--- src/rtl/df_pkg.sv ---
// Shared definitions for the filter display path: the segment font, the
// converter state codes and the digit count.
package df_pkg;

    localparam int NDIG = 3;

    // Segment patterns, bit 0 = a .. bit 6 = g, active-high
    localparam logic [6:0] SEG_0     = 7'b0111111;
    localparam logic [6:0] SEG_1     = 7'b0000110;
    localparam logic [6:0] SEG_2     = 7'b1011011;
    localparam logic [6:0] SEG_3     = 7'b1001111;
    localparam logic [6:0] SEG_4     = 7'b1100110;
    localparam logic [6:0] SEG_5     = 7'b1101101;
    localparam logic [6:0] SEG_6     = 7'b1111101;
    localparam logic [6:0] SEG_7     = 7'b0000111;
    localparam logic [6:0] SEG_8     = 7'b1111111;
    localparam logic [6:0] SEG_9     = 7'b1101111;
    localparam logic [6:0] SEG_A     = 7'b1110111;
    localparam logic [6:0] SEG_B     = 7'b1111100;
    localparam logic [6:0] SEG_C     = 7'b0111001;
    localparam logic [6:0] SEG_D     = 7'b1011110;
    localparam logic [6:0] SEG_E     = 7'b1111001;
    localparam logic [6:0] SEG_F     = 7'b1110001;
    localparam logic [6:0] SEG_BLANK = 7'b0000000;

    // Converter FSM state codes
    localparam logic [1:0] ST_IDLE   = 2'd0;
    localparam logic [1:0] ST_SHIFT  = 2'd1;
    localparam logic [1:0] ST_COMMIT = 2'd2;

    // Map one nibble to its hex-font segment pattern
    function automatic logic [6:0] glyph(input logic [3:0] d);
        case (d)
            4'h0:    glyph = SEG_0;
            4'h1:    glyph = SEG_1;
            4'h2:    glyph = SEG_2;
            4'h3:    glyph = SEG_3;
            4'h4:    glyph = SEG_4;
            4'h5:    glyph = SEG_5;
            4'h6:    glyph = SEG_6;
            4'h7:    glyph = SEG_7;
            4'h8:    glyph = SEG_8;
            4'h9:    glyph = SEG_9;
            4'hA:    glyph = SEG_A;
            4'hB:    glyph = SEG_B;
            4'hC:    glyph = SEG_C;
            4'hD:    glyph = SEG_D;
            4'hE:    glyph = SEG_E;
            default: glyph = SEG_F;
        endcase
    endfunction

endpackage

--- src/rtl/df_bin2bcd_seq.sv ---
// Sequential double-dabble: converts an 8-bit value to three BCD digits
// over eight shift cycles, then flags done for one cycle.
module df_bin2bcd_seq
    import df_pkg::*;
(
    input  logic       CLK,
    input  logic       nRST,
    input  logic       start,
    input  logic [7:0] bin,
    output logic       done,
    output logic [9:0] bcd,
    output logic       busy
);

    logic [1:0] state;
    logic [2:0] step_cnt;
    logic [7:0] bin_q;
    logic [9:0] bcd_q;
    logic [8:0] bcd_adj;

    // Add-3 correction on tens and units; hundreds never exceeds 2 so it needs none
    always_comb begin
        bcd_adj[8] = bcd_q[8];
        bcd_adj[7:4] = (bcd_q[7:4] >= 4'd5) ? bcd_q[7:4] + 4'd3 : bcd_q[7:4];
        bcd_adj[3:0] = (bcd_q[3:0] >= 4'd5) ? bcd_q[3:0] + 4'd3 : bcd_q[3:0];
    end

    // Conversion FSM: load on start, eight adjust-and-shift steps, one commit cycle
    always_ff @(posedge CLK or negedge nRST) begin
        if (!nRST) begin
            state    <= ST_IDLE;
            step_cnt <= 3'd0;
            bin_q    <= 8'd0;
            bcd_q    <= 10'd0;
            busy     <= 1'b0;
        end else begin
            case (state)
                ST_IDLE: begin
                    if (start) begin
                        bin_q    <= bin;
                        bcd_q    <= 10'd0;
                        step_cnt <= 3'd0;
                        busy     <= 1'b1;
                        state    <= ST_SHIFT;
                    end
                end
                ST_SHIFT: begin
                    bcd_q    <= {bcd_adj, bin_q[7]};
                    bin_q    <= {bin_q[6:0], 1'b0};
                    step_cnt <= step_cnt + 3'd1;
                    if (step_cnt == 3'd7) begin
                        state <= ST_COMMIT;
                    end
                end
                ST_COMMIT: begin
                    busy  <= 1'b0;
                    state <= ST_IDLE;
                end
                default: begin
                    state <= ST_IDLE;
                end
            endcase
        end
    end

    assign done = (state == ST_COMMIT);
    assign bcd  = bcd_q;

endmodule

--- src/rtl/df_seg7_display.sv ---
// Three-digit multiplexed 7-segment display for the filtered sample:
// periodic capture, decimal/hex conversion, scanning with ghost blanking
// and leading-zero suppression.
module df_seg7_display
    import df_pkg::*;
#(
    parameter int REFRESH_DIV = 1024,
    parameter int SAMPLE_DIV  = 65536,
    parameter bit LZ_BLANK    = 1'b1
) (
    input  logic       CLK,
    input  logic       nRST,
    input  logic [7:0] datain,
    input  logic       hexmode,
    output logic [6:0] seg,
    output logic       dp,
    output logic [2:0] digit_en,
    output logic       busy
);

    localparam int SW = $clog2(SAMPLE_DIV);
    localparam int RW = $clog2(REFRESH_DIV);
    localparam logic [SW-1:0] SAMPLE_LAST  = SW'(SAMPLE_DIV - 1);
    localparam logic [RW-1:0] REFRESH_LAST = RW'(REFRESH_DIV - 1);

    logic [SW-1:0] sample_cnt;
    logic          tick;
    logic          start;
    logic          conv_done;
    logic          conv_busy;
    logic [9:0]    conv_bcd;
    logic [7:0]    data_q;
    logic          hex_q;

    logic [3:0]    dig0_q, dig1_q, dig2_q;
    logic [3:0]    dig0_nxt, dig1_nxt, dig2_nxt;
    logic          hex_disp_q, hex_disp_nxt;
    logic          valid_q, valid_nxt;

    logic [RW-1:0] scan_cnt, scan_nxt;
    logic [1:0]    slot, slot_nxt;
    logic [3:0]    cur_digit;
    logic          cur_blank;
    logic          dark;
    logic [6:0]    seg_d;
    logic [2:0]    en_d;
    logic          dp_d;

    assign tick  = (sample_cnt == SAMPLE_LAST);
    assign start = tick && !conv_busy;

    // Free-running sample period counter; its wrap is the capture tick
    always_ff @(posedge CLK or negedge nRST) begin
        if (!nRST) begin
            sample_cnt <= '0;
        end else if (tick) begin
            sample_cnt <= '0;
        end else begin
            sample_cnt <= sample_cnt + SW'(1);
        end
    end

    // Hold the captured sample and mode for the whole conversion
    always_ff @(posedge CLK or negedge nRST) begin
        if (!nRST) begin
            data_q <= 8'd0;
            hex_q  <= 1'b0;
        end else if (start) begin
            data_q <= datain;
            hex_q  <= hexmode;
        end
    end

    df_bin2bcd_seq u_conv (
        .CLK  (CLK),
        .nRST (nRST),
        .start(start),
        .bin  (datain),
        .done (conv_done),
        .bcd  (conv_bcd),
        .busy (conv_busy)
    );

    assign busy = conv_busy;

    // Next display contents: all three digits change together on commit
    always_comb begin
        dig0_nxt     = dig0_q;
        dig1_nxt     = dig1_q;
        dig2_nxt     = dig2_q;
        hex_disp_nxt = hex_disp_q;
        valid_nxt    = valid_q;
        if (conv_done) begin
            valid_nxt    = 1'b1;
            hex_disp_nxt = hex_q;
            if (hex_q) begin
                dig0_nxt = data_q[3:0];
                dig1_nxt = data_q[7:4];
                dig2_nxt = 4'd0;
            end else begin
                dig0_nxt = conv_bcd[3:0];
                dig1_nxt = conv_bcd[7:4];
                dig2_nxt = {2'b00, conv_bcd[9:8]};
            end
        end
    end

    // Display digit registers; dark until the first commit after reset
    always_ff @(posedge CLK or negedge nRST) begin
        if (!nRST) begin
            dig0_q     <= 4'd0;
            dig1_q     <= 4'd0;
            dig2_q     <= 4'd0;
            hex_disp_q <= 1'b0;
            valid_q    <= 1'b0;
        end else begin
            dig0_q     <= dig0_nxt;
            dig1_q     <= dig1_nxt;
            dig2_q     <= dig2_nxt;
            hex_disp_q <= hex_disp_nxt;
            valid_q    <= valid_nxt;
        end
    end

    // Scan position for the next cycle, so the registered outputs line up with it
    always_comb begin
        scan_nxt = scan_cnt + RW'(1);
        slot_nxt = slot;
        if (scan_cnt == REFRESH_LAST) begin
            scan_nxt = '0;
            slot_nxt = (slot == 2'd2) ? 2'd0 : slot + 2'd1;
        end
    end

    // Scan counter and slot index
    always_ff @(posedge CLK or negedge nRST) begin
        if (!nRST) begin
            scan_cnt <= '0;
            slot     <= 2'd0;
        end else begin
            scan_cnt <= scan_nxt;
            slot     <= slot_nxt;
        end
    end

    // Select the digit for the slot and decide whether it is blanked
    always_comb begin
        case (slot_nxt)
            2'd0: begin
                cur_digit = dig0_nxt;
                cur_blank = 1'b0;
            end
            2'd1: begin
                cur_digit = dig1_nxt;
                cur_blank = !hex_disp_nxt && LZ_BLANK && (dig2_nxt == 4'd0) && (dig1_nxt == 4'd0);
            end
            default: begin
                cur_digit = dig2_nxt;
                cur_blank = hex_disp_nxt || (LZ_BLANK && (dig2_nxt == 4'd0));
            end
        endcase
        dark  = !valid_nxt || (scan_nxt == '0);
        seg_d = (dark || cur_blank) ? SEG_BLANK : glyph(cur_digit);
        en_d  = dark ? 3'b000 : (3'b001 << slot_nxt);
        dp_d  = !dark && hex_disp_nxt && (slot_nxt == 2'd0);
    end

    // Registered pad outputs
    always_ff @(posedge CLK or negedge nRST) begin
        if (!nRST) begin
            seg      <= 7'd0;
            dp       <= 1'b0;
            digit_en <= 3'd0;
        end else begin
            seg      <= seg_d;
            dp       <= dp_d;
            digit_en <= en_d;
        end
    end

endmodule
--- config.mk ---
export PLATFORM = sky130hd
export DESIGN_NAME = df_seg7_display
export DESIGN_NICKNAME = d
export VERILOG_FILES = /design/src/rtl/df_pkg.sv /design/src/rtl/df_bin2bcd_seq.sv /design/src/rtl/df_seg7_display.sv
export SDC_FILE = /design/constraint.sdc
export NUM_CORES = 1
export LEC_CHECK = 0
export ABC_AREA = 1
export CORE_ASPECT_RATIO = 0.8
export CORE_UTILIZATION = 60
export DETAILED_ROUTE_END_ITERATION = 10
export GPL_TIMING_DRIVEN = 0
export HOLD_SLACK_MARGIN = 0.02
export PLACE_DENSITY = 0.8
export SLEW_MARGIN = 20
export SYNTH_ARGS = -nofsm -noshare
export SYNTH_HDL_FRONTEND = slang
export SYNTH_HIERARCHICAL = 1
export SYNTH_SLANG_ARGS = --single-unit
--- constraint.sdc ---
create_clock -name CLK -period 2.5 [get_ports CLK]
set_input_delay 0.5 -clock CLK [delete_from_list [all_inputs] [get_ports CLK]]
set_output_delay 0.5 -clock CLK [all_outputs]
set_load 0.005 [all_outputs]
==> results.yml, run 1 <==
setup_path:
  worstSetupPathType: "flop to flop"
  critPathMaxFanout: 10
  r2r-start: "scan_cnt[1]"
  cp_data_arrival_time_ns: 2.61
  worstSetupStartpointType: "flop"
  endpoint_kind: "flop"
  required_ns: 2.74
  startpoint: "scan_cnt[1]"
power_and_ir_drop:
  design_power_total_mw: 2.44
  peakVddDrop_v: 0.000318
  p_per_area_nw_per_um2: 475
  combinationalPowerShare_pct: 2.0
  clock_power_share_pct: 41.0
  intPower_mw: 1.92
  p_leak_nw: 2.72
  sw_frac_of_total_pct: 21.0
  switching_power_mw: 0.513
  p_seq_share_pct: 57.0
die:
  die_h_um: 78.9
  core_region_area_um2: 7030
  num_rows: 27
  fp.dieW_um: 98.1
  num_io_pins: 23
  initial_utilization_pct: 63.1
  die_area_um2: 7740
routing:
  postRouteAntennaNets: 0
  remaining_drc_errors: 0
  drt_iter0_markers: 203
  vias: 3477
  totalWireLength_um: 8910
  wl_per_cell_um: 13.5
  dr.pass1.iters: 4
  viasPerCell: 5.25
place:
  gp_congestion: 0.822
  portBuffers: 22
  placed_cells_incl_taps: 635
  dp_hpwl_um: 6250
clocking:
  cts-root-buf: "clkbuf_8"
  clockBufferDepth: 2
  htreeDepth: 3
  cts_hold_buf: 0
  clk_pin_slew_worst_paths_ns: 0.09
  insertion_delay_ns: 0.36
  numCtsBuffers: 9
  cts_tree: "yes"
  cts_sinks: 86
synthesis:
  synthDistinctLibCells: 43
  syn_nets: 550
  synth_area_um2: 4440
  synth_edf_count: 0
  synth-seq-cells: 86
  async_flop_share_pct: 100
  syn_inst: 525
  ys.flop_type: "dfrtp_1"
  avgSynthCellArea_um2: 8.45
  yosys_warnings: 6
  synth_seq_area_share_pct: 48.5
final_layout:
  drive_gt1_share_pct: 15.3
  insertedDiodeCount: 0
  area_growth_pct: 15.7
  fin_cells: 662
  final_nets: 595
sta:
  setup_violations: 0
  drv_slew: 0
  period_share_pct: 94.8
  relSlewSlack_pct: 65.1
  fmax_mhz: 422
  finalCriticalPeriod_ns: 2.37
  tightest_slew_ns: 0.524
  hold_viol: 0
  rsz0062_at_grt: "true"
  fin_worst_skew_ns: 0.0109
global_routing:
  grt_pass1_vias: 3438
  grt-ovfl-total: 0
  antenna_found_initial: 0
  grt.total_usage_pct: 25.7
  grt_pass1_wl_um: 15600
  grt_start_max_net_pins: 58
job:
  maxCapViolCount: 0
status:
  status: "complete, no violations"
min_path:
  min_path_type: "input pin to async pin"
[registers in the layout, indices dropped and copies added, names as in the netlist, 7 cells and up]
name	count
u_conv/bin_q	8
seg	7
sample_cnt	16
u_conv/bcd	10
scan_cnt	10
data_q	8
[cells in the mapped netlist (3+ instances only)]
| cell | number | area, um2 |
|---|---|---|
| o21bai_1 | 3 | 22.5 |
| inv_2 | 5 | 18.8 |
| o21ai_0 | 21 | 105 |
| nand2_2 | 6 | 37.5 |
| nor3_1 | 6 | 30.0 |
| buf_4 | 3 | 22.5 |
| nor2_1 | 51 | 191 |
| a21oi_1 | 12 | 60.1 |
| dfrtp_1 | 86 | 2150 |
| nand3_2 | 9 | 90.1 |
| xnor2_1 | 4 | 35.0 |
| xor2_1 | 6 | 52.6 |
| nand2_1 | 124 | 465 |
| inv_1 | 80 | 300 |
| a22o_1 | 3 | 26.3 |
| o22ai_1 | 5 | 31.3 |
| o21ai_1 | 11 | 55.1 |
| nand3_4 | 3 | 52.6 |
| ha_1 | 14 | 175 |
| nand4_1 | 10 | 62.6 |
| nand3_1 | 31 | 155 |
| nor2_2 | 4 | 25.0 |
[stage by stage]
stage | utilization, % | setup slack (ns) | instance area (um2) | TNS (ns) | hold slack, ns
finish | 73.0 | 0.130 | 5130 | 0 | 0.0668
global route | 73.0 | -0.0852 | 5130 | -0.176 | 0.0888
CTS | 71.5 | 0.000352 | 5030 | 0 | 0.0762
detailed placement | 68.2 | -0.0492 | 4790 | -0.0718 | 0.449
global placement | 67.8 | -2.06 | 4760 | -177.08 | 0.446
floorplan | - | 0.299 | 4440 | 0 | 0.204
[metal layers]
layer / wire length [um] / track usage (%)
met2: 4400 / 44.0
met5: 0 / 0
met4: 80 / 6.72
met1: 4160 / 33.6
met3: 272 / 5.37
[kinds of logic after synthesis]
kind of cell	count (synthesis)	share of synthesized area, %
simple gates	258	28.2
buf+inv	95	9.31
flops	86	48.5
compound gates	62	8.07
fa+ha+maj	14	3.95
xor+xnor	10	1.97
[cells in the final DEF (no fill, tap or decap), types with 3 or more instances in the layout]
| cell | instances |
|---|---|
| nand2_1 | 122 |
| dfrtp_1 | 86 |
| inv_1 | 79 |
| nor2_1 | 50 |
| nand3_1 | 30 |
| o21ai_0 | 21 |
| clkdlybuf4s50_1 | 21 |
| buf_4 | 15 |
| a21oi_1 | 12 |
| o21ai_1 | 11 |
| ha_1 | 11 |
| clkbuf_8 | 11 |
| nand4_1 | 10 |
| nand2_2 | 8 |
| nand3_2 | 8 |
| inv_2 | 6 |
| xor2_1 | 6 |
| nand3_4 | 5 |
| nor3_1 | 5 |
| o22ai_1 | 5 |
| nor2_4 | 4 |
| xnor2_1 | 4 |
| o21bai_1 | 3 |
| buf_6 | 3 |
| nor2_2 | 3 |
| a22o_1 | 3 |
[worst max-delay path, cell delays in order, from the launching register on]
cell	delay, ns
dfrtp_1	0.37
ha_2	0.21
nand2_1	0.09
nor2_4	0.18
nand3_4	0.15
nand2_4	0.09
nand2_4	0.06
buf_8	0.15
nand3_1	0.14
nand3_4	0.13
inv_2	0.11
ha_1	0.17
nand4_1	0.13
a21oi_1	0.20
nor2_1	0.06
[power by group through the flow]
stage               logic (mW)  clock network (mW)  registers (mW)
floorplan             0.000246                   0            1.42
global placement        0.0454                   0            1.42
detailed placement      0.0512                   0            1.42
CTS                     0.0515                1.02            1.39
global route            0.0564                1.08            1.39
finish                  0.0490               0.998            1.39
[what timing repair did]
action,in CTS,in global routing
resized for setup,3,13
setup buffers,4,8
setup endpoints to repair,10,26
cloned,0,0
pin swaps,1,5
[final timing paths]
| kind | end | slack, ns | cells after the start |
|---|---|---|---|
| worst max-delay path | seg[6] | 0.13 | 14 |
| worst min-delay path | sample_cnt[4] | 0.07 | 1 |
| worst max register to register | seg[6] | 0.13 | 14 |
| worst min register to register | valid_q | 0.48 | 1 |
| max in group asynchronous | dig2_q[0] | 1.82 | 2 |
| min in group CLK | valid_q | 0.48 | 1 |
[layout make-up]
cell class              count  area, um2
multi-input cells         344       1930
fillers                   515       1890
plain buffers               8       76.3
clock inverters             3       42.5
repair buffers             35        335
clock buffers              13        159
inverters                  86        328
flip-flops and latches     86       2150
well taps                  87        109
Note: power is estimated with default switching activity, not from simulation.
==> run 2, diff against run 1 <==
--- a/config.mk
+++ b/config.mk
@@ -12,7 +12,7 @@
 export GPL_TIMING_DRIVEN = 0
 export HOLD_SLACK_MARGIN = 0.02
 export PLACE_DENSITY = 0.8
-export SLEW_MARGIN = 20
+export SLEW_MARGIN = 25
 export SYNTH_ARGS = -nofsm -noshare
 export SYNTH_HDL_FRONTEND = slang
 export SYNTH_HIERARCHICAL = 1
==> results.yml, run 2 (synthesis results as in run 1) <==
routing:
  remaining_drc_errors: 0
  drt_iter0_markers: 174
  wl_per_cell_um: 14.1
  vias: 3520
  viasPerCell: 5.32
  dr.pass1.iters: 4
  totalWireLength_um: 9360
  postRouteAntennaNets: 0
setup_path:
  worstPathCellList: "ha_4 -> nand2_1 -> nor2_4 -> buf_4 -> nand4_2 -> nand2_4 -> buf_8 -> nand3_2 -> nand2_2 -> nor2_4 -> buf_12 -> ha_4 -> nand4_1 -> a21oi_1 -> nor2_1"
  rr_worst_depth: 15
  worstSetupPathType: "flop to flop"
  endpoint_kind: "flop"
  critPathMaxFanout: 10
  cp_data_arrival_time_ns: 2.65
  required_ns: 2.75
  worstSetupStartpointType: "flop"
  cp_slowest_cell: "dfrtp_1"
  r2r-start: "scan_cnt[1]"
  r2r_end: "seg[3]"
  r2r_setup_slack_ns: 0.10
  slowest_delay_ns: 0.40
final_layout:
  final_nets: 596
  multi_input_area_um2: 1970
  final_cell_mix: "nand2_1, dfrtp_1, inv_1"
  drive_gt1_share_pct: 16.0
  fin_cells: 662
  largest_register_ffs: 16
  fillerInstances: 495
  area_growth_pct: 16.7
  final_core_util_pct: 73.7
  final_common_cell: "nand2_1"
  insertedDiodeCount: 0
  regMostFlops: "sample_cnt"
  register_area_um2: 2150
die:
  num_rows: 27
  initial_utilization_pct: 63.1
  fp.dieW_um: 98.1
  core_region_area_um2: 7030
  die_h_um: 78.9
  num_io_pins: 23
  die_area_um2: 7740
clocking:
  clockBufferDepth: 2
  cts_sinks: 86
  cts_tree: "yes"
  numCtsBuffers: 9
  insertion_delay_ns: 0.36
  clk_pin_slew_worst_paths_ns: 0.09
  cts-root-buf: "clkbuf_8"
  htreeDepth: 3
place:
  dp_hpwl_um: 6220
  placed_cells_incl_taps: 635
  portBuffers: 22
  gp_congestion: 0.822
  place_ws_ns: -0.0790
global_routing:
  grt-ovfl-total: 0
  grt_start_max_net_pins: 57
  antenna_found_initial: 0
  grt_pass1_vias: 3370
  grt_pass1_wl_um: 15400
  grt.total_usage_pct: 25.4
min_path:
  min_path_type: "input pin to async pin"
sta:
  period_share_pct: 96.0
  setup_violations: 0
  relSlewSlack_pct: 66.2
  drv_slew: 0
  tns_ns: 0
  tightest_slew_ns: 0.502
  finalCriticalPeriod_ns: 2.40
  hold_viol: 0
  fin_ws_ns: 0.100
  fin_worst_skew_ns: 0.00810
  fmax_mhz: 417
power_and_ir_drop:
  intPower_mw: 1.89
  peakVddDrop_v: 0.000392
  switching_power_mw: 0.519
  sw_frac_of_total_pct: 21.6
  combinationalPowerShare_pct: 2.0
  p_seq_share_pct: 57.7
  p_leak_nw: 2.74
  design_power_total_mw: 2.41
  p_per_area_nw_per_um2: 465
  clock_power_share_pct: 40.3
status:
  status: "complete, no violations"
job:
  maxCapViolCount: 0
run 2: area by class of cell:
class	instances	area share [%]
Sequential cell	86	41.6
Timing Repair Buffer	36	6.86
Clock buffer	11	2.73
Inverter	86	6.33
Multi-Input combinational cell	344	38.0
Buffer	8	1.47
Clock inverter	4	0.919
Tap cell	87	2.10
run 2: power by group through the flow:
stage	Clock (mW)	Combinational [mW]	Sequential, mW
floorplan	0	0.000246	1.42
global placement	0	0.0454	1.42
detailed placement	0	0.0512	1.42
CTS	0.988	0.0511	1.39
global route	1.05	0.0555	1.39
finish	0.969	0.0489	1.39
run 2: how the worst max path moves through the flow:
| stage | startpoint | slack, ns | to | depth (start not counted) |
|---|---|---|---|---|
| finish | scan_cnt[1] | 0.10 | seg[3] | 15 |
| global route | scan_cnt[1] | -0.04 | seg[3] | 15 |
| CTS | sample_cnt[0] | 0.01 | u_conv/bin_q[5] | 16 |
| detailed placement | u_conv/state[0] | -0.08 | seg[3] | 11 |
| global placement | nRST | -2.06 | seg[4] | 1 |
| floorplan | scan_cnt[0] | 0.30 | seg[6] | 15 |
run 2: metrics by stage:
step / cell area (um2) / hold slack [ns]
floorplan: 4440 / 0.204
global placement: 4760 / 0.446
detailed placement: 4790 / 0.449
CTS: 5040 / 0.0727
finish: 5180 / 0.0699
global route: 5180 / 0.0748
run 2: repair_timing:
| action | CTS | global route |
|---|---|---|
| hold buffers | 0 | 0 |
| gates resized for setup | 7 | 14 |
| setup buffers | 5 | 8 |
| cloned | 0 | 0 |
| endpoints found under the setup margin | 10 | 18 |
| pin swaps | 3 | 7 |
run 2: routing by layer:
metal	track usage, %	part of all wire [%]
met4	6.12	0.89
met5	0	0
met2	42.7	51
met1	33.4	45
met3	6.43	3.5
run 2: worst max-delay path, delay by kind of cell (launching register included):
family / cells / cell delay (ns)
AND/OR/NAND/NOR: 9 / 0.89
buffers and inverters: 3 / 0.43
adder cells (fa/ha/maj): 2 / 0.42
flip-flops: 1 / 0.40
AO/OA/AOI/OAI: 1 / 0.15
==> run 3, diff against run 2 <==
--- a/config.mk
+++ b/config.mk
@@ -10,7 +10,7 @@
 export CORE_UTILIZATION = 60
 export DETAILED_ROUTE_END_ITERATION = 10
 export GPL_TIMING_DRIVEN = 0
-export HOLD_SLACK_MARGIN = 0.02
+export HOLD_SLACK_MARGIN = 0.12
 export PLACE_DENSITY = 0.8
 export SLEW_MARGIN = 25
 export SYNTH_ARGS = -nofsm -noshare
==> results.yml, run 3 (synthesis results as in run 1) <==
routing:
  remaining_drc_errors: 0
  totalWireLength_um: 9380
  vias: 3516
  wl_per_cell_um: 14.1
  viasPerCell: 5.30
  postRouteAntennaNets: 0
  drt_iter0_markers: 212
  dr.pass1.iters: 5
die:
  num_rows: 27
  die_h_um: 78.9
  die_area_um2: 7740
  core_region_area_um2: 7030
  fp.dieW_um: 98.1
  initial_utilization_pct: 63.1
  num_io_pins: 23
final_layout:
  insertedDiodeCount: 0
  final_common_cell: "nand2_1"
  final_nets: 597
  multi_input_area_um2: 1970
  fin_cells: 663
  final_cell_mix: "nand2_1, dfrtp_1, inv_1"
  drive_gt1_share_pct: 16.0
  regMostFlops: "sample_cnt"
  register_area_um2: 2150
  fillerInstances: 494
  largest_register_ffs: 16
  area_growth_pct: 16.9
sta:
  fmax_mhz: 414
  fin_worst_skew_ns: 0.0104
  drv_slew: 0
  period_share_pct: 96.5
  finalCriticalPeriod_ns: 2.41
  setup_violations: 0
  fin_ws_ns: 0.0870
  relSlewSlack_pct: 66.0
  tightest_slew_ns: 0.506
  hold_viol: 0
min_path:
  min_path_type: "flop to flop"
  min_path_cells: 1
global_routing:
  grt.total_usage_pct: 25.4
  grt_pass1_wl_um: 15400
  antenna_found_initial: 0
  grt-ovfl-total: 0
  grt_start_max_net_pins: 57
  grt_pass1_vias: 3370
setup_path:
  worstSetupPathType: "flop to flop"
  cp_slowest_cell: "dfrtp_1"
  worstSetupStartpointType: "flop"
  slowest_delay_ns: 0.41
  path_delay_family: "simple AND/OR/NAND/NOR gates"
  crit_buf_inv: 3
  cp_data_arrival_time_ns: 2.66
  required_ns: 2.75
  rr_worst_depth: 15
  cp.depth: 15
  endpoint_kind: "flop"
  critPathMaxFanout: 10
  worstPathCellList: "ha_4 -> nand2_1 -> nor2_4 -> buf_4 -> nand4_2 -> nand2_4 -> buf_8 -> nand3_2 -> nand2_2 -> nor2_4 -> buf_12 -> ha_4 -> nand4_1 -> a21oi_1 -> nor2_1"
place:
  place_ws_ns: -0.0790
  gp_congestion: 0.822
  portBuffers: 22
  placed_cells_incl_taps: 635
  dp_hpwl_um: 6220
clocking:
  clk_pin_slew_worst_paths_ns: 0.09
  cts_sinks: 86
  cts_tree: "yes"
  numCtsBuffers: 9
  insertion_delay_ns: 0.36
  cts-root-buf: "clkbuf_8"
  htreeDepth: 3
  clockBufferDepth: 2
power_and_ir_drop:
  p_per_area_nw_per_um2: 464
  design_power_total_mw: 2.41
  peakVddDrop_v: 0.000392
  p_leak_nw: 2.74
status:
  status: "complete, no violations"
job:
  maxCapViolCount: 0
## run 3: cell count changes in the layout (fill, tap and decap cells not counted)
cell / change
dlygate4sd3_1: +1
## run 3: routing by layer
metal	share of wire (%)	routed length [um]	vias to the layer above	global-route usage [%]
li1	-	-	1745	-
met4	0.83	78	0	6.12
met2	50	4720	64	42.7
met1	45	4240	1699	33.4
met5	0	0	-	0
met3	3.7	343	8	6.43
## run 3: per-stage QoR
stage | utilization, % | setup TNS [ns] | area [um2] | hold WS [ns]
5_1_grt | 73.8 | -0.0597 | 5190 | 0.491
3_5_place_dp | 68.2 | -0.161 | 4790 | 0.449
4_1_cts | 71.9 | 0 | 5050 | 0.471
2_1_floorplan | - | 0 | 4440 | 0.204
6_report | 73.8 | 0 | 5190 | 0.470
3_3_place_gp | 67.8 | -177.08 | 4760 | 0.446
## run 3: final timing paths
| check | endpoint | startpoint | slack (ns) |
|---|---|---|---|
| max | seg[3] | scan_cnt[1] | 0.09 |
| min | valid_q | valid_q | 0.47 |
| max reg2reg | seg[3] | scan_cnt[1] | 0.09 |
| min reg2reg | valid_q | valid_q | 0.47 |
| max in group asynchronous | u_conv/bin_q[7] | nRST | 1.27 |
| min in group asynchronous | sample_cnt[2] | nRST | 0.61 |
## run 3: power by group
part	total, mW	internal, mW	switching [mW]
combinational	0.0500	0.0190	0.0310
clock	0.969	0.481	0.488
sequential	1.39	1.39	0
## run 3: layout make-up
| type | count | area share (%) |
|---|---|---|
| Buffer | 8 | 1.47 |
| Clock buffer | 11 | 2.73 |
| Clock inverter | 4 | 0.917 |
| Inverter | 86 | 6.32 |
| Multi-Input combinational cell | 344 | 37.9 |
| Sequential cell | 86 | 41.5 |
| Tap cell | 87 | 2.10 |
| Timing Repair Buffer | 37 | 7.04 |
## run 3: worst register-to-register path, stage by stage (launching register included)
cell,delay [ns]
dfrtp_1,0.41
ha_4,0.16
nand2_1,0.08
nor2_4,0.18
buf_4,0.16
nand4_2,0.11
nand2_4,0.11
buf_8,0.15
nand3_2,0.11
nand2_2,0.10
nor2_4,0.05
buf_12,0.12
ha_4,0.26
nand4_1,0.10
a21oi_1,0.15
nor2_1,0.06
## run 3: repair_timing
item | 4_1_cts | 5_1_grt
pin swaps | 3 | 7
buffers inserted | 5 | 8
endpoints found under the setup margin | 10 | 18
resized for setup | 7 | 14
hold buffers | 1 | 0
hold endpoints to repair | 30 | 0
